--- config.mk ---
export PLATFORM = sky130hd
export DESIGN_NAME = dl_write_buffer
export DESIGN_NICKNAME = d
export VERILOG_FILES = /design/src/rtl/dl_write_buffer.sv
export SDC_FILE = /design/constraint.sdc
export NUM_CORES = 1
export LEC_CHECK = 0
export BUFFER_PORTS_ARGS = -buffer_cell sky130_fd_sc_hd__buf_2
export CAP_MARGIN = 20
export CORE_ASPECT_RATIO = 0.9
export CORE_UTILIZATION = 40
export CTS_CLUSTER_DIAMETER = 150
export CTS_CLUSTER_SIZE = 20
export DETAILED_ROUTE_END_ITERATION = 6
export PLACE_DENSITY = 0.69
export SKIP_LAST_GASP = 1
export SLEW_MARGIN = 40
export SYNTH_ARGS = -nofsm -noshare
export SYNTH_HDL_FRONTEND = slang
export SYNTH_SLANG_ARGS = --single-unit
--- constraint.sdc ---
create_clock -name clk_sys -period 3.49 [get_ports clk_sys]
set_input_delay 0.5235 -clock clk_sys [delete_from_list [all_inputs] [get_ports clk_sys]]
set_output_delay 0.5235 -clock clk_sys [all_outputs]
set_load 0.05 [all_outputs]
--- src/rtl/dl_write_buffer.sv ---
// dl_write_buffer: collects the ioctl byte stream of the SPI download path in a
// small FIFO and issues one registered SDRAM word write per entry.
// Optional feature: define DL_WORD_PACK_EN to merge an even byte with the
// following odd byte of the same word into a single two-lane write.
module dl_write_buffer #(
    parameter int DEPTH = 4,
    parameter int AW    = 25
) (
    input  logic          clk_sys,
    input  logic          reset_n,
    input  logic          dn_go,
    input  logic          dn_wr,
    input  logic [AW-1:0] dn_addr,
    input  logic [7:0]    dn_data,
    input  logic [5:0]    dn_idx,
    output logic          clkref,
    output logic          mem_req,
    input  logic          mem_ack,
    output logic [AW-2:0] mem_addr,
    output logic [15:0]   mem_din,
    output logic [1:0]    mem_be,
    output logic [5:0]    mem_idx,
    output logic          busy,
    output logic          done,
    output logic          overflow
);
    localparam int PW = (DEPTH > 2) ? $clog2(DEPTH) : 1;
    localparam logic [PW:0] CNT_FULL  = (PW+1)'(DEPTH);
    localparam logic [PW:0] CNT_SLACK = (PW+1)'(DEPTH-1);

    typedef enum logic [1:0] {S_IDLE, S_LOAD, S_DRAIN, S_DONE} state_t;
    state_t state;

    logic          go_d;
    logic          go_pend;
    logic [5:0]    idx_pend;
    logic          go_rise;
    logic          enter_load;

    logic [AW-2:0] fifo_addr [DEPTH];
    logic [15:0]   fifo_data [DEPTH];
    logic [1:0]    fifo_be   [DEPTH];
    logic [PW-1:0] wr_ptr;
    logic [PW-1:0] rd_ptr;
    logic [PW-1:0] rd_nxt;
    logic [PW:0]   count;
    logic          fifo_full;

    logic          accept;
    logic          push;
    logic          pop;
    logic          drop;
    logic          pack_empty;
    logic [AW-2:0] push_addr;
    logic [15:0]   push_data;
    logic [1:0]    push_be;
    logic [AW-2:0] byte_addr;
    logic [15:0]   byte_data;
    logic [1:0]    byte_be;

    assign go_rise    = dn_go && !go_d;
    assign enter_load = (go_rise && (state == S_IDLE)) ||
                        ((state == S_DONE) && (go_pend || go_rise));
    assign fifo_full  = (count == CNT_FULL);
    assign accept     = (state == S_LOAD) && dn_wr;
    assign pop        = mem_req && mem_ack;
    assign rd_nxt     = rd_ptr + 1'b1;

    assign byte_addr  = dn_addr[AW-1:1];
    assign byte_data  = dn_addr[0] ? {dn_data, 8'h00} : {8'h00, dn_data};
    assign byte_be    = dn_addr[0] ? 2'b10 : 2'b01;

`ifdef DL_WORD_PACK_EN
    logic          pack_vld;
    logic [AW-1:0] pack_addr;
    logic [7:0]    pack_data;
    logic [AW-1:0] pack_next;
    logic          pair;
    logic          flush;
    logic          hold_new;

    assign pack_next  = pack_addr + 1'b1;
    assign pair       = accept && pack_vld && !pack_addr[0] && (dn_addr == pack_next);
    assign flush      = (state == S_DRAIN) && pack_vld && !fifo_full;
    assign pack_empty = !pack_vld;

    // Decide what enters the FIFO; a non-matching byte evicts the held one and
    // takes its place, so at most one entry is pushed per cycle.
    always_comb begin
        push      = 1'b0;
        drop      = 1'b0;
        hold_new  = 1'b0;
        push_addr = byte_addr;
        push_data = byte_data;
        push_be   = byte_be;
        if (accept) begin
            if (pair) begin
                push_addr = pack_addr[AW-1:1];
                push_data = {dn_data, pack_data};
                push_be   = 2'b11;
                drop      = fifo_full;
                push      = !fifo_full;
            end else if (pack_vld) begin
                push_addr = pack_addr[AW-1:1];
                push_data = pack_addr[0] ? {pack_data, 8'h00} : {8'h00, pack_data};
                push_be   = pack_addr[0] ? 2'b10 : 2'b01;
                drop      = fifo_full;
                push      = !fifo_full;
                hold_new  = !fifo_full;
            end else if (!dn_addr[0]) begin
                hold_new  = 1'b1;
            end else begin
                drop      = fifo_full;
                push      = !fifo_full;
            end
        end else if (flush) begin
            push_addr = pack_addr[AW-1:1];
            push_data = pack_addr[0] ? {pack_data, 8'h00} : {8'h00, pack_data};
            push_be   = pack_addr[0] ? 2'b10 : 2'b01;
            push      = 1'b1;
        end
    end

    // Pack register: holds one byte waiting for its partner lane.
    always_ff @(posedge clk_sys or negedge reset_n) begin
        if (!reset_n) begin
            pack_vld  <= 1'b0;
            pack_addr <= '0;
            pack_data <= '0;
        end else if (hold_new) begin
            pack_vld  <= 1'b1;
            pack_addr <= dn_addr;
            pack_data <= dn_data;
        end else if ((pair && !fifo_full) || flush) begin
            pack_vld  <= 1'b0;
        end
    end
`else
    assign push       = accept && !fifo_full;
    assign drop       = accept && fifo_full;
    assign push_addr  = byte_addr;
    assign push_data  = byte_data;
    assign push_be    = byte_be;
    assign pack_empty = 1'b1;
`endif

    // FIFO storage, written at the tail.
    always_ff @(posedge clk_sys) begin
        if (push) begin
            fifo_addr[wr_ptr] <= push_addr;
            fifo_data[wr_ptr] <= push_data;
            fifo_be[wr_ptr]   <= push_be;
        end
    end

    // Pointers, occupancy, pacing, overflow flag and the memory request registers.
    always_ff @(posedge clk_sys or negedge reset_n) begin
        if (!reset_n) begin
            wr_ptr   <= '0;
            rd_ptr   <= '0;
            count    <= '0;
            clkref   <= 1'b1;
            overflow <= 1'b0;
            mem_req  <= 1'b0;
            mem_addr <= '0;
            mem_din  <= '0;
            mem_be   <= '0;
        end else begin
            if (push)
                wr_ptr <= wr_ptr + 1'b1;
            case ({push, pop})
                2'b10:   count <= count + 1'b1;
                2'b01:   count <= count - 1'b1;
                default: count <= count;
            endcase
            clkref <= (count < CNT_SLACK);
            if (enter_load)
                overflow <= 1'b0;
            else if (drop)
                overflow <= 1'b1;
            // The entry stays in the FIFO until acked; on the ack the following
            // entry is presented at once and mem_req re-rises one cycle later.
            if (pop) begin
                mem_req <= 1'b0;
                rd_ptr  <= rd_nxt;
                if (count[PW:1] != '0) begin
                    mem_addr <= fifo_addr[rd_nxt];
                    mem_din  <= fifo_data[rd_nxt];
                    mem_be   <= fifo_be[rd_nxt];
                end
            end else if (!mem_req && (count != '0)) begin
                mem_req  <= 1'b1;
                mem_addr <= fifo_addr[rd_ptr];
                mem_din  <= fifo_data[rd_ptr];
                mem_be   <= fifo_be[rd_ptr];
            end
        end
    end

    // Download state machine with registered busy/done/mem_idx.
    always_ff @(posedge clk_sys or negedge reset_n) begin
        if (!reset_n) begin
            state    <= S_IDLE;
            go_d     <= 1'b0;
            go_pend  <= 1'b0;
            idx_pend <= '0;
            mem_idx  <= '0;
            busy     <= 1'b0;
            done     <= 1'b0;
        end else begin
            go_d <= dn_go;
            done <= 1'b0;
            case (state)
                S_IDLE: begin
                    if (enter_load) begin
                        state   <= S_LOAD;
                        busy    <= 1'b1;
                        mem_idx <= dn_idx;
                    end
                end
                S_LOAD: begin
                    if (!dn_go)
                        state <= S_DRAIN;
                end
                S_DRAIN: begin
                    if (go_rise) begin
                        go_pend  <= 1'b1;
                        idx_pend <= dn_idx;
                    end
                    if ((count == '0) && pack_empty && !mem_req) begin
                        state <= S_DONE;
                        busy  <= 1'b0;
                        done  <= 1'b1;
                    end
                end
                S_DONE: begin
                    if (enter_load) begin
                        state   <= S_LOAD;
                        busy    <= 1'b1;
                        mem_idx <= go_pend ? idx_pend : dn_idx;
                        go_pend <= 1'b0;
                    end else begin
                        state <= S_IDLE;
                    end
                end
                default: state <= S_IDLE;
            endcase
        end
    end
endmodule

==> summary.md <==
| Metric | Value |
|---|---|
| Starting Density | `40.9%` |
| Seq pwr share | `41.6%` |
| Synth warn | `0` |
| Largest area contributor in the netlist | `edfxtp_1` |
| CTS H-tree lvls | `1` |
| Routability cong. | `0.796` |
| Clock skew | `11.0 ps` |
| DRC viols | `0` |
| Tcrit/Tclk final | `70.9%` |
| Setup tns final | `0 ps` |
| Routed Antenna Nets | `0` |
| Switch Pwr | `0.00412 W` |
| Slew HR | `48.9%` |
| Mapped Nets | `728` |
| Reg area | `6810 sq um` |
| Fin crit period | `2470 ps` |
| Hold Buf Count CTS | `0` |
| First-pass GRT wire length | `32.5 mm` |
| Maximum root-to-sink buffer count | `3` |
| CORE AREA | `25300 sq um` |
| Max Cap Viol | `0` |
| R2R Path Start | `state[1]` |
| Critical path class | `reg2reg` |
| Fillers | `2226` |
| Worst EP arrival | `2650 ps` |
| Chip height | `154 um` |
| Clk pwr share | `16.4%` |
| Seq/Total Area, Yosys | `65.8%` |
| Post-synth cell types | `47` |
| Fin worst setup slack | `1020 ps` |
| Total CTS buffers | `15` |
| Synth Register Bits | `238` |
| Number of port buffers | `96` |
| Fraction of power consumed by combinational cells | `41.9%` |
| Multi-input logic area | `3270 sq um` |
| Met1 usage | `22.4%` |
| Crit Path Max Fanout | `24` |
| Top Ports | `97` |
| Post-CTS setup buffer count | `0` |
| Initial DRC Count | `323` |
| TritonCTS Sinks | `238` |
| Layout area overhead | `12.4%` |
| Drt wl/cell | `18.3 um` |
| Routed vias | `5733` |
| Most frequent cells in the layout | `168 x edfxtp_1, 95 x buf_2, 67 x dfrtp_1` |
| Met2 Use GR | `25.7%` |
| Outcome | `completed` |
| CP startpoint | `state[1]` |
| Critical Path, Cell by Cell | `inv_1, ha_1, nand2_1, a21oi_1, and2_2, buf_12` |
| P_int | `0.00612 W` |
| Slew @ Worst Pin | `766 ps` |
| CP delay by family, top | `simple AND/OR/NAND/NOR gates` |
| RSZ-0062 raised after global routing | `false` |
| Commonest non-fill, non-tap cell in the layout | `edfxtp_1` |
| Hold Path Class | `in2async` |
| Switching Share | `40.2%` |
| Top cells by area, synth | `edfxtp_1 49%, dfrtp_1 17%, mux4_2 6.3%, mux2i_1 5.6%, mux2_2 3.4%` |
| Crit end category | `register` |
| Most Crowded Layer GR | `met2` |
| Resize count post-CTS | `0` |
| Final hold viol count | `0` |
| HPWL after detailed placement | `12.8 mm` |
| Die area | `26500 sq um` |
| Gate Count Post-Synth | `672` |
| Die Span X | `171 um` |
| Top cell type's share of synthesized area | `48.9%` |
| Setup violators final | `0` |
| Total wire length | `20.3 mm` |
| Syn Std Cell Area | `10300 sq um` |
| Grt met3 use | `2.94%` |
| FMAX | `404 MHz` |
| Fin. max-slew vios | `0` |
| Antenna violations before repair | `1` |
| Rows | `55` |
| Cell Area, Placed | `11200 sq um` |
| Total power | `0.0102 W` |
| Final net count | `811` |
| Leakage | `4.34 nW` |
| WHS | `86.9 ps` |
| Setup WS pre-CTS | `985 ps` |
| Via density | `5.18` |
| CP required | `3660 ps` |
| Peak supply drop | `0.000346 V` |
| First-pass DRT Iterations | `4` |
| CTS tree | `done` |
| Design area | `11600 sq um` |
| Buf+Inv Stages, Crit Path | `2` |
| Root Buffer Master | `clkbuf_16` |
| Power per cell area | `882 nW/um^2` |
| Startpoint Class | `register` |
| Worst-Skew Late Latency | `470 ps` |
| Total GRT Usage | `15.9%` |
| CP max-delay cell | `and2_2` |
| Clock slew at reported path FFs | `80 ps` |
| Largest net degree at the start of global routing | `71` |
| Grt ovf | `0` |
| Vias in the first global route | `5915` |
| Layout cell share with drive strength beyond 1 | `25.8%` |
| CP max stage delay | `630 ps` |
| Mean Syn Cell Area | `15.4 sq um` |
synthesized netlist by cell type (all sizes together):
master   number
a211oi        8
a21boi        1
a21oi         6
a221o        21
a22oi         4
a2bb2oi       2
a311oi        1
a41oi         1
and2         15
and3          1
and4          1
and4b         1
buf          34
clkbuf        7
dfrtp        69
dfstp         1
edfxtp      168
fa            1
ha           11
inv          12
mux2         31
mux2i        58
mux4         29
nand2        60
nand2b        2
nand3         1
nor2         29
nor2b        19
nor4          1
o21ai        42
o221ai        8
o22ai        10
o31ai         9
o32ai         1
o41a          1
xnor2         4
xor2          2
metrics by stage:
step,instances,utilization [%]
2_1_floorplan,672,-
3_3_place_gp,1079,44.1
3_5_place_dp,1080,44.2
4_1_cts,1105,45.9
5_1_grt,1105,45.9
6_report,1106,45.9
state kept, by name, summed over array words and instances, names as in the netlist, 3 cells and up:
name	cells
fifo_data	64
fifo_be	8
mem_addr	24
idx_pend	6
mem_idx	6
mem_din	16
fifo_addr	96
count	3
area by class of cell:
class | count | area share, %
Clock buffer | 25 | 3.65
Tap cell | 342 | 3.69
Antenna cell | 1 | 0.0216
Multi-Input combinational cell | 381 | 28.1
Inverter | 12 | 0.388
Sequential cell | 238 | 58.7
Timing Repair Buffer | 107 | 5.45
final timing paths:
kind	slack, ps	endpoint	depth (start not counted)
setup / recovery	1020	fifo_data[0][9]	6
hold / removal	90	idx_pend[2]	1
setup reg to reg	1020	fifo_data[0][9]	6
hold reg to reg	480	mem_addr[6]	2
max in group asynchronous	2860	rd_ptr[0]	1
min in group clk_sys	220	go_d	1
power groups by stage:
stage,logic (W),clock network (W),registers [W]
floorplan,0.00260,0,0.00506
CTS,0.00433,0.00174,0.00427
detailed placement,0.00433,0,0.00432
finish,0.00429,0.00168,0.00426
global route,0.00466,0.00183,0.00436
global placement,0.00415,0,0.00439
logic make-up (layout without fill, tap and decap cells):
group	count (synthesis)	count (layout)	share of synthesized area, %
compound gates	115	115	8.08
xor+xnor	6	6	0.582
fa+ha+maj	12	12	1.53
buf+inv	53	144	2.80
flops	238	238	65.8
mux	118	118	15.3
other cells	0	1	0
simple gates	130	130	5.84
layer usage:
metal	share of wire (%)	wire [um]	vias up
li1	-	-	2740
met5	0	0	-
met1	47	9570	2855
met4	1.5	298	0
met3	5.0	1020	24
met2	46	9390	114
Note: power is estimated with default switching activity, not from simulation.
